File: src/rtl/hdmi_video_pkg.sv
// hdmi_video_pkg: 1080p raster timing, black YCbCr pixel and stream-lock states
// shared by the AXIS-to-HDMI video path.
package hdmi_video_pkg;
    localparam int H_ACTIVE_1080 = 1920;
    localparam int H_FP_1080     = 88;
    localparam int H_SYNC_1080   = 44;
    localparam int H_BP_1080     = 148;
    localparam int V_ACTIVE_1080 = 1080;
    localparam int V_FP_1080     = 4;
    localparam int V_SYNC_1080   = 5;
    localparam int V_BP_1080     = 36;
    localparam logic [15:0] BLANK_YCBCR = 16'h8010;
    typedef enum logic [1:0] {WAIT_SOF, WAIT_FRAME, RUN} state_t;
endpackage

File: src/rtl/video_timing_gen.sv
// video_timing_gen: free-running raster counters with combinational blanking,
// sync and position decode; the caller registers whatever it forwards.
module video_timing_gen
    import hdmi_video_pkg::*;
#(
    parameter int H_ACTIVE = H_ACTIVE_1080,
    parameter int H_FP     = H_FP_1080,
    parameter int H_SYNC   = H_SYNC_1080,
    parameter int H_BP     = H_BP_1080,
    parameter int V_ACTIVE = V_ACTIVE_1080,
    parameter int V_FP     = V_FP_1080,
    parameter int V_SYNC   = V_SYNC_1080,
    parameter int V_BP     = V_BP_1080
) (
    input  logic clk,
    input  logic rstn,
    output logic hb,
    output logic vb,
    output logic de,
    output logic hs,
    output logic vs,
    output logic sof_pos,
    output logic eof_pos,
    output logic eol_pos
);
    localparam int H_TOTAL = H_ACTIVE + H_FP + H_SYNC + H_BP;
    localparam int V_TOTAL = V_ACTIVE + V_FP + V_SYNC + V_BP;
    localparam int HW = $clog2(H_TOTAL);
    localparam int VW = $clog2(V_TOTAL);
    localparam logic [HW-1:0] H_ACT = HW'(H_ACTIVE);
    localparam logic [HW-1:0] H_EOL = HW'(H_ACTIVE - 1);
    localparam logic [HW-1:0] H_HS0 = HW'(H_ACTIVE + H_FP);
    localparam logic [HW-1:0] H_HS1 = HW'(H_ACTIVE + H_FP + H_SYNC);
    localparam logic [HW-1:0] H_END = HW'(H_TOTAL - 1);
    localparam logic [VW-1:0] V_ACT = VW'(V_ACTIVE);
    localparam logic [VW-1:0] V_VS0 = VW'(V_ACTIVE + V_FP);
    localparam logic [VW-1:0] V_VS1 = VW'(V_ACTIVE + V_FP + V_SYNC);
    localparam logic [VW-1:0] V_END = VW'(V_TOTAL - 1);

    logic [HW-1:0] h_cnt;
    logic [VW-1:0] v_cnt;

    always_ff @(posedge clk) begin
        if (!rstn) begin
            h_cnt <= '0;
            v_cnt <= '0;
        end else if (h_cnt == H_END) begin
            h_cnt <= '0;
            v_cnt <= (v_cnt == V_END) ? '0 : v_cnt + 1'b1;
        end else begin
            h_cnt <= h_cnt + 1'b1;
        end
    end

    assign hb      = h_cnt >= H_ACT;
    assign vb      = v_cnt >= V_ACT;
    assign de      = !hb && !vb;
    assign hs      = h_cnt >= H_HS0 && h_cnt < H_HS1;
    assign vs      = v_cnt >= V_VS0 && v_cnt < V_VS1;
    assign sof_pos = h_cnt == '0 && v_cnt == '0;
    assign eof_pos = h_cnt == H_END && v_cnt == V_END;
    assign eol_pos = h_cnt == H_EOL;
endmodule

File: src/rtl/axis_to_hdmi_video.sv
// axis_to_hdmi_video: locks an AXIS VDMA pixel stream to a free-running raster
// and emits registered HDMI timing plus pixel data, blanking on any loss of sync.
import hdmi_video_pkg::*;

module axis_to_hdmi_video #(
    parameter int AXIS_DATA_WIDTH = 16,
    parameter int H_ACTIVE = H_ACTIVE_1080,
    parameter int H_FP     = H_FP_1080,
    parameter int H_SYNC   = H_SYNC_1080,
    parameter int H_BP     = H_BP_1080,
    parameter int V_ACTIVE = V_ACTIVE_1080,
    parameter int V_FP     = V_FP_1080,
    parameter int V_SYNC   = V_SYNC_1080,
    parameter int V_BP     = V_BP_1080,
    parameter logic [AXIS_DATA_WIDTH-1:0] BLANK_DATA = BLANK_YCBCR
) (
    input  logic                       pix_clk_i,
    input  logic                       pix_rstn_i,
    input  logic [AXIS_DATA_WIDTH-1:0] s_axis_tdata,
    input  logic                       s_axis_tvalid,
    output logic                       s_axis_tready,
    input  logic                       s_axis_tuser,
    input  logic                       s_axis_tlast,
    output logic                       o_hdmi_vs,
    output logic                       o_hdmi_hs,
    output logic                       o_hdmi_vb,
    output logic                       o_hdmi_hb,
    output logic                       o_hdmi_de,
    output logic [AXIS_DATA_WIDTH-1:0] o_hdmi_dt,
    output logic                       o_locked,
    output logic                       o_underflow,
    output logic                       o_resync,
    output logic                       o_eol_err
);
    state_t state;
    logic hb, vb, de, hs, vs, sof_pos, eof_pos, eol_pos;
    logic active, sof_miss, sof_early, take;

    video_timing_gen #(
        .H_ACTIVE(H_ACTIVE), .H_FP(H_FP), .H_SYNC(H_SYNC), .H_BP(H_BP),
        .V_ACTIVE(V_ACTIVE), .V_FP(V_FP), .V_SYNC(V_SYNC), .V_BP(V_BP)
    ) u_timing (
        .clk(pix_clk_i), .rstn(pix_rstn_i),
        .hb(hb), .vb(vb), .de(de), .hs(hs), .vs(vs),
        .sof_pos(sof_pos), .eof_pos(eof_pos), .eol_pos(eol_pos)
    );

    // A frame start off the raster origin, or a missing one on it, means the
    // stream and the raster disagree; such a beat is never consumed.
    assign active    = state == RUN && de;
    assign sof_miss  = s_axis_tvalid && sof_pos && !s_axis_tuser;
    assign sof_early = s_axis_tvalid && !sof_pos && s_axis_tuser;
    assign take      = active && s_axis_tvalid && !sof_miss && !sof_early;
    assign o_locked  = state == RUN;
    assign s_axis_tready = pix_rstn_i && (state == WAIT_SOF ? !(s_axis_tvalid && s_axis_tuser)
                                          : state == RUN && de && !sof_miss && !sof_early);

    always_ff @(posedge pix_clk_i) begin
        if (!pix_rstn_i) begin
            state <= WAIT_SOF;
            {o_hdmi_vs, o_hdmi_hs, o_hdmi_vb, o_hdmi_hb, o_hdmi_de} <= '0;
            o_hdmi_dt <= '0;
            {o_underflow, o_resync, o_eol_err} <= '0;
        end else begin
            {o_hdmi_vs, o_hdmi_hs, o_hdmi_vb, o_hdmi_hb, o_hdmi_de} <= {vs, hs, vb, hb, de};
            o_hdmi_dt   <= take ? s_axis_tdata : BLANK_DATA;
            o_underflow <= o_underflow || (active && !s_axis_tvalid);
            o_resync    <= o_resync || (active && (sof_miss || sof_early));
            o_eol_err   <= o_eol_err || (take && (s_axis_tlast != eol_pos));
            case (state)
                WAIT_SOF:   if (s_axis_tvalid && s_axis_tuser) state <= WAIT_FRAME;
                WAIT_FRAME: if (eof_pos) state <= RUN;
                default:    if (active) state <= sof_early ? WAIT_FRAME
                                                : (sof_miss || !s_axis_tvalid) ? WAIT_SOF : RUN;
            endcase
        end
    end
endmodule

File: config.mk
export PLATFORM = sky130hd
export DESIGN_NAME = axis_to_hdmi_video
export DESIGN_NICKNAME = d
export VERILOG_FILES = /design/src/rtl/hdmi_video_pkg.sv /design/src/rtl/video_timing_gen.sv /design/src/rtl/axis_to_hdmi_video.sv
export SDC_FILE = /design/constraint.sdc
export NUM_CORES = 1
export LEC_CHECK = 0
export BUFFER_PORTS_ARGS = -buffer_cell sky130_fd_sc_hd__buf_2
export CORE_ASPECT_RATIO = 0.75
export CORE_UTILIZATION = 60
export CTS_BUF_LIST = sky130_fd_sc_hd__clkbuf_8
export CTS_CLUSTER_DIAMETER = 80
export DETAILED_ROUTE_END_ITERATION = 10
export GPL_ROUTABILITY_DRIVEN = 0
export GPL_TIMING_DRIVEN = 1
export HOLD_SLACK_MARGIN = 0.15
export PLACE_DENSITY_LB_ADDON = 0.08
export SLEW_MARGIN = 20
export SYNTH_ARGS = -nofsm -noshare
export SYNTH_HDL_FRONTEND = slang
export SYNTH_SLANG_ARGS = --single-unit
export TNS_END_PERCENT = 30
File: constraint.sdc
create_clock -name pix_clk_i -period 4.23 [get_ports pix_clk_i]
set_input_delay 0 -clock pix_clk_i [delete_from_list [all_inputs] [get_ports pix_clk_i]]
set_output_delay 0 -clock pix_clk_i [all_outputs]
set_load 0.02 [all_outputs]
==> results.md, run 1 <==
- Status: completed
- Setup Fix Bufs, Post-CTS: 0
- Routing usage on met3: 0.0590
- First-pass GRT wire length: between 7000 and 8000 µm
- Sequential-to-total area share from yosys stat: 0.470
- Async S/R FF share, synth: 0
- Skew final: between 0.01 and 0.015 ns
- Synth Warn #: 0
- # hold bufs at CTS: 24
- Maximum fanout along the worst path: 7
- Busiest grt layer: met2
- Top cell type's share of synthesized area: 0.470
- Post-DP HPWL: around 2900 µm
- Worst EP required: between 4 and 5 ns
- Worst vdd ir: roughly 0.25 mV
- Global routing usage on met2: 0.487
- Die height: around 53 µm
- Final period demand of the worst path: around 2.6 ns
- Met1 Use GR: 0.345
- Remaining global-route overflow: 0
- Clock Path Buffers: 2
- Max-cap violation count: 0
- Wirelength, routed: between 4000 and 5000 µm
- CP Launch Point: u_timing.h_cnt[8]$_SDFF_PP0_
- CTS Buf Count: 5
- Ant diodes: 0
- Vias: roughly 1.8k
- Final setup viols: 0
- Clock Sinks: just under 50
- Pins Over Slew Limit: 0
- Initial Utilization: 0.630
- Hold Violations, Final: 0
- Fmax: ~0.38 GHz
- Die X: about 70 µm
- Worst Max-Slew Pin Slew: roughly 0.57 ns
- CTS tree: yes
- CP Capture Type: flip-flop
- Top cells by count, synth: dfxtp_1, nor2_1, and2_1, nand2_1, xor2_1
- Wire per inst: between 10 and 15 µm
- Syn Nets: approximately 250
- Worst hold path type: in -> reg
- Initial DRT Pass Iterations: 4
- Core Area: 0.00331 mm²
- Syn-to-layout area delta: 28.6%
- Most common cell in the synthesized netlist: dfxtp_1
- Post-route DRC violation count: 0
- GRT Total Usage: 0.277
- Leading area contributor after synthesis: dfxtp_1
- Critical Path Source Type: flip-flop
- Dominant cells by area after synthesis: dfxtp_1, nor2_1, xor2_1, and2_1, xnor2_1
- Largest net degree at the start of global routing: 17
- IO buf count: 46
- FP Rows: 18
- Post-Syn Area: 0.00209 mm²
- Main synth FF type: dfxtp_1
- Final ANT Viol Nets: 0
- Fraction of layout cells with a size suffix above 1: 0.197
- Initial antenna violation count: 0
- Clk pin slew, worst setup/hold paths: about 0.1 ns
- Power per cell area: between 300 and 400 mW/mm²
- Yosys cell types: slightly above 40
- Syn_area_per_cell: roughly 9 µm²
- RSZ-0062 raised after global routing: no
- Post-CTS sizing: 0
- Setup tns final: 0 ns
- Final period utilization: 0.617
- Number of global-route vias before repair: about 1.8k
- Syn Inst Count: 226
- H-tree Lvls: 2
- Reg2reg path depth: 6
- DR iter-0 viols: 97
- DR vias/cell: ~5.3
- Slew HR: 0.616
- WP data arrival: around 2.9 ns
- Die footprint: around 0.0037 mm²
- # IOs: between 40 and 50
- Worst R2R Start: u_timing.h_cnt[8]$_SDFF_PP0_
- Root Driver: clkbuf_8
- Worst-Skew Late Latency: approximately 0.3 ns
- Setup CP Type: reg -> reg
- Pleak: about 1.2 nW
- Number of synthesized flops with an enable pin: 0
- Net count, final: 319
- Fin Hold WS: 0.435 ns
- Hold Path Origin: s_axis_tdata[11]
- Hold depth: 3
- Synth Register Bits: 49
[metal layers]
| metal | vias to the layer above | wire length (µm) |
|---|---|---|
| met3 | 8 | 231 |
| met1 | 803 | 2260 |
| met4 | 0 | 60 |
| met2 | 67 | 2210 |
| li1 | 912 | - |
| met5 | - | 0 |
[cell families after synthesis]
kind of cell,count (synthesis),share of synthesized area
xor+xnor,22,0.0923
mux,1,0.00480
simple gates,113,0.302
compound gates,19,0.0725
flops,49,0.470
buf+inv,18,0.0348
fa+ha+maj,4,0.0240
[through the flow]
step                cells  instance area [µm²]  utilization  power [W]  setup slack, ns
global route          335                 2680        0.811   0.000898             1.36
detailed placement    303                 2330        0.703   0.000525             2.08
floorplan             226                 2090            -   0.000508             2.20
CTS                   335                 2680        0.811   0.000868             1.66
global placement      303                 2330        0.703   0.000525             2.13
finish                335                 2680        0.811   0.000866             1.62
[area by class of cell]
class / instances / area, µm²
Clock buffer: 5 / 68.8
Clock inverter: 3 / 46.3
Multi-Input combinational cell: 159 / 1030
Tap cell: 40 / 50.0
Sequential cell: 49 / 981
Inverter: 9 / 33.8
Fill cell: 212 / 627
Timing Repair Buffer: 70 / 470
[sequential cells by signal, summed over array words and instances (netlist names)]
| register | count |
|---|---|
| o_hdmi_de | 1 |
| o_hdmi_vb | 1 |
| o_hdmi_hb | 1 |
| o_resync | 1 |
| state | 2 |
| o_hdmi_dt | 16 |
| o_eol_err | 1 |
| u_timing.h_cnt | 12 |
| o_hdmi_vs | 1 |
| u_timing.v_cnt | 11 |
| o_hdmi_hs | 1 |
| o_underflow | 1 |
[cell usage in the layout, fill, tap and decap left out, types with 7 or more instances in the layout]
master         instances
dfxtp_1               49
buf_2                 46
nor2_1                33
dlygate4sd3_1         24
and2_1                18
nand2_1               13
xor2_1                13
nand4_1               10
inv_1                  9
xnor2_1                9
nand3_1                7
[final timing paths]
kind | to | slack (ns)
setup / recovery | o_eol_err$_SDFF_PN0_ | 1.62
hold / removal | o_hdmi_dt[11]$_SDFF_PN0_ | 0.43
setup reg to reg | o_eol_err$_SDFF_PN0_ | 1.62
hold reg to reg | u_timing.h_cnt[0]$_SDFF_PP0_ | 0.47
[where the power goes]
group	internal (W)	switching [W]	total, W	leakage (nW)
clock	0.000177	0.000156	0.000333	0.0543
sequential	0.000465	0.00000390	0.000469	0.396
combinational	0.0000321	0.0000318	0.0000638	0.715
[critical path: stages (launching register included)]
cell,delay [ns]
dfxtp_1,0.38
nor4_1,0.44
nand4_1,0.25
or2_1,0.35
xnor2_1,0.20
o41ai_1,0.36
dlygate4sd3_1,0.59
(Power assumes the default switching activity.)
==> run 2: changes to the inputs <==
- CORE_UTILIZATION: 60 -> 50
- clock period: 4.23 -> 2.4 ns (I/O delays scaled with it)
==> results.md, run 2 (synthesis results as in run 1) <==
- Status: completed (unchanged)
- Setup tns final: 0 ns (unchanged)
- Clock Sinks: 49 (unchanged)
- Sw frac: 0.245 (was 0.221)
- Die footprint: 0.00444 mm² (was 0.00372 mm²)
- Total power: 0.00144 W (was 0.000866 W)
- WP data arrival: 2.27 ns (was 2.86 ns)
- Ant diodes: 0 (unchanged)
- CP Cell Sequence: or4_4 > o21ai_4 > nor2b_1 > o32ai_1 > nor4_1 > buf_2 (was nor4_1 > nand4_1 > or2_1 > xnor2_1 > o41ai_1 > dlygate4sd3_1)
- Biggest register: o_hdmi_dt (unchanged)
- RSZ-0062 raised after global routing: no (unchanged)
- Post-route DRC violation count: 0 (unchanged)
- # IOs: 47 (unchanged)
- H-tree Lvls: 2 (unchanged)
- Die X: 76.6 µm (was 70.1 µm)
- Worst vdd ir: 0.366 mV (was 0.254 mV)
- Commonest cells after routing, fill and taps aside: dfxtp_1, buf_2, nor2_1, dlygate4sd3_1, and2_1 (unchanged)
- Top layer in use: met4 (unchanged)
- Worst Max-Slew Pin Slew: 0.546 ns (was 0.574 ns)
- Initial antenna violation count: 0 (unchanged)
- DR iter-0 viols: 107 (was 97)
- Worst hold path type: in -> reg (unchanged)
- Slew HR: 0.635 (was 0.616)
- Final period utilization: 0.944
- CP max stage cell: or4_4 (was dlygate4sd3_1)
- Number of global-route vias before repair: 1,645 (was 1,751)
- CP Capture Type: primary output (was flip-flop)
- Wire per inst: 13.3 µm (was 14.2 µm)
- Post-DP HPWL: 2960 µm (was 2880 µm)
- Vias: 1,758 (was 1,790)
- Worst-Skew Late Latency: 0.30 ns (about the same)
- Sequential power share: 0.573 (was 0.542)
- IO buf count: 46 (unchanged)
- FP Rows: 19 (was 18)
- Core Area: 0.00383 mm² (was 0.00331 mm²)
- Max-cap violation count: 0 (unchanged)
- Wirelength, routed: 4570 µm (was 4770 µm)
- CTS Buf Count: 5 (unchanged)
- Largest net degree at the start of global routing: 18 (was 17)
- First-pass GRT wire length: 7710 µm (was 7930 µm)
- Largest stage delay, worst path: 0.58 ns (was 0.59 ns)
- Syn-to-layout area delta: 27.0% (was 28.6%)
- Remaining global-route overflow: 0 (unchanged)
- Maximum fanout along the worst path: 7 (unchanged)
- Metal2 WL: 2020 µm (was 2210 µm)
- Post-route cell area: 0.00265 mm² (was 0.00268 mm²)
- Hold Violations, Final: 0 (unchanged)
- Power per cell area: 544 mW/mm² (was 323 mW/mm²)
- Setup Fix Bufs, Post-CTS: 0 (unchanged)
- Clock Path Buffers: 2 (unchanged)
- Worst EP required: 2.40 ns (was 4.48 ns)
- GRT Total Usage: 0.226 (was 0.277)
- Power share of the clock group: 0.351 (was 0.384)
- Net Sw Power: 0.000354 W (was 0.000192 W)
- Power Internal: 0.00109 W (was 0.000675 W)
- Placed cell areas: 0.00235 mm² (was 0.00233 mm²)
- Initial DRT Pass Iterations: 4 (unchanged)
- Most common cell after layout, fill and taps aside: dfxtp_1 (unchanged)
- DRT met1 WL: 2290 µm (was 2260 µm)
- CTS tree: yes (unchanged)
- Max reg flops: 16 (unchanged)
- Pins Over Slew Limit: 0 (unchanged)
- Fmax: around 0.44 GHz
- Die height: 58.0 µm (was 53.1 µm)
- Clk pin slew, worst setup/hold paths: 0.10 ns (about the same)
- Critical Path Source Type: flip-flop (unchanged)
- Final core occ: 0.693 (was 0.811)
- Met3 wire len: 197 µm (was 231 µm)
- Pleak: 1.14 nW (was 1.17 nW)
- DR vias/cell: 5.11 (was 5.34)
- Skew final: 0.00472 ns (was 0.0128 ns)
- Final period demand of the worst path: between 2 and 2.5 ns
- Comb pwr share: 0.076 (was 0.074)
- Final ANT Viol Nets: 0 (unchanged)
- Setup CP Type: reg -> out (was reg -> reg)
- Net count, final: 316 (was 319)
- R2r setup slk: 0.28 ns (was 1.62 ns)
- Initial Utilization: 0.545 (was 0.630)
- Fraction of layout cells with a size suffix above 1: 0.205 (was 0.197)
- Root Driver: clkbuf_8 (unchanged)
- Regs by FF count: o_hdmi_dt: 16 flops, u_timing.h_cnt: 12 flops, u_timing.v_cnt: 11 flops (unchanged)
- Final setup viols: 0 (unchanged)
==> run 2: layout make-up <==
type	count	area (µm²)
Fill cell	312	1180
Multi-Input combinational cell	159	1040
Sequential cell	49	981
Timing Repair Buffer	67	438
Clock buffer	5	68.8
Tap cell	52	65.1
Inverter	9	33.8
Clock inverter	3	25.0
==> run 2: power by group through the flow <==
stage	logic [W]	registers (W)	clock network [W]
after floorplan	0.0000469	0.000848	0
final	0.000109	0.000827	0.000506
after CTS	0.000107	0.000827	0.000516
after global routing	0.000120	0.000829	0.000558
after detailed placement	0.0000811	0.000845	0
after global placement	0.0000817	0.000846	0
==> run 2: critical path: cells and delay by family (launching register included) <==
kind,cells,cell delay [ns]
AO/OA/AOI/OAI,2,0.34
flip-flops,1,0.39
AND/OR/NAND/NOR,3,1.02
buffers and inverters,1,0.21
==> run 2: path summary, 6_finish.rpt <==
check,start,endpoint,cells past startpoint
hold / removal,s_axis_tdata[6],o_hdmi_dt[6]$_SDFF_PN0_,3
setup / recovery,u_timing.v_cnt[6]$_SDFFE_PN0P_,s_axis_tready,6
setup reg to reg,u_timing.v_cnt[6]$_SDFFE_PN0P_,o_hdmi_dt[11]$_SDFF_PN0_,5
hold reg to reg,o_underflow$_SDFF_PN0_,o_underflow$_SDFF_PN0_,1
==> run 2: per-layer routing <==
| layer | vias to the layer above | track usage |
|---|---|---|
| met4 | 0 | 0.0797 |
| met2 | 54 | 0.353 |
| met5 | - | 0 |
| met3 | 6 | 0.0504 |
| met1 | 797 | 0.311 |
| li1 | 901 | - |
==> run 2: what timing repair did <==
action	4_1_cts	5_1_grt
gates resized for setup	0	1
endpoints found under the hold margin	25	0
hold buffers	20	0
setup endpoints to repair	0	1
==> run 2: stage by stage <==
step	hold WS, ns	setup WS (ns)	cells
2_1_floorplan	0.122	0.366	226
3_3_place_gp	0.200	0.355	316
3_5_place_dp	0.204	0.282	316
4_1_cts	0.416	0.149	344
5_1_grt	0.430	0.0470	344
6_report	0.425	0.135	344
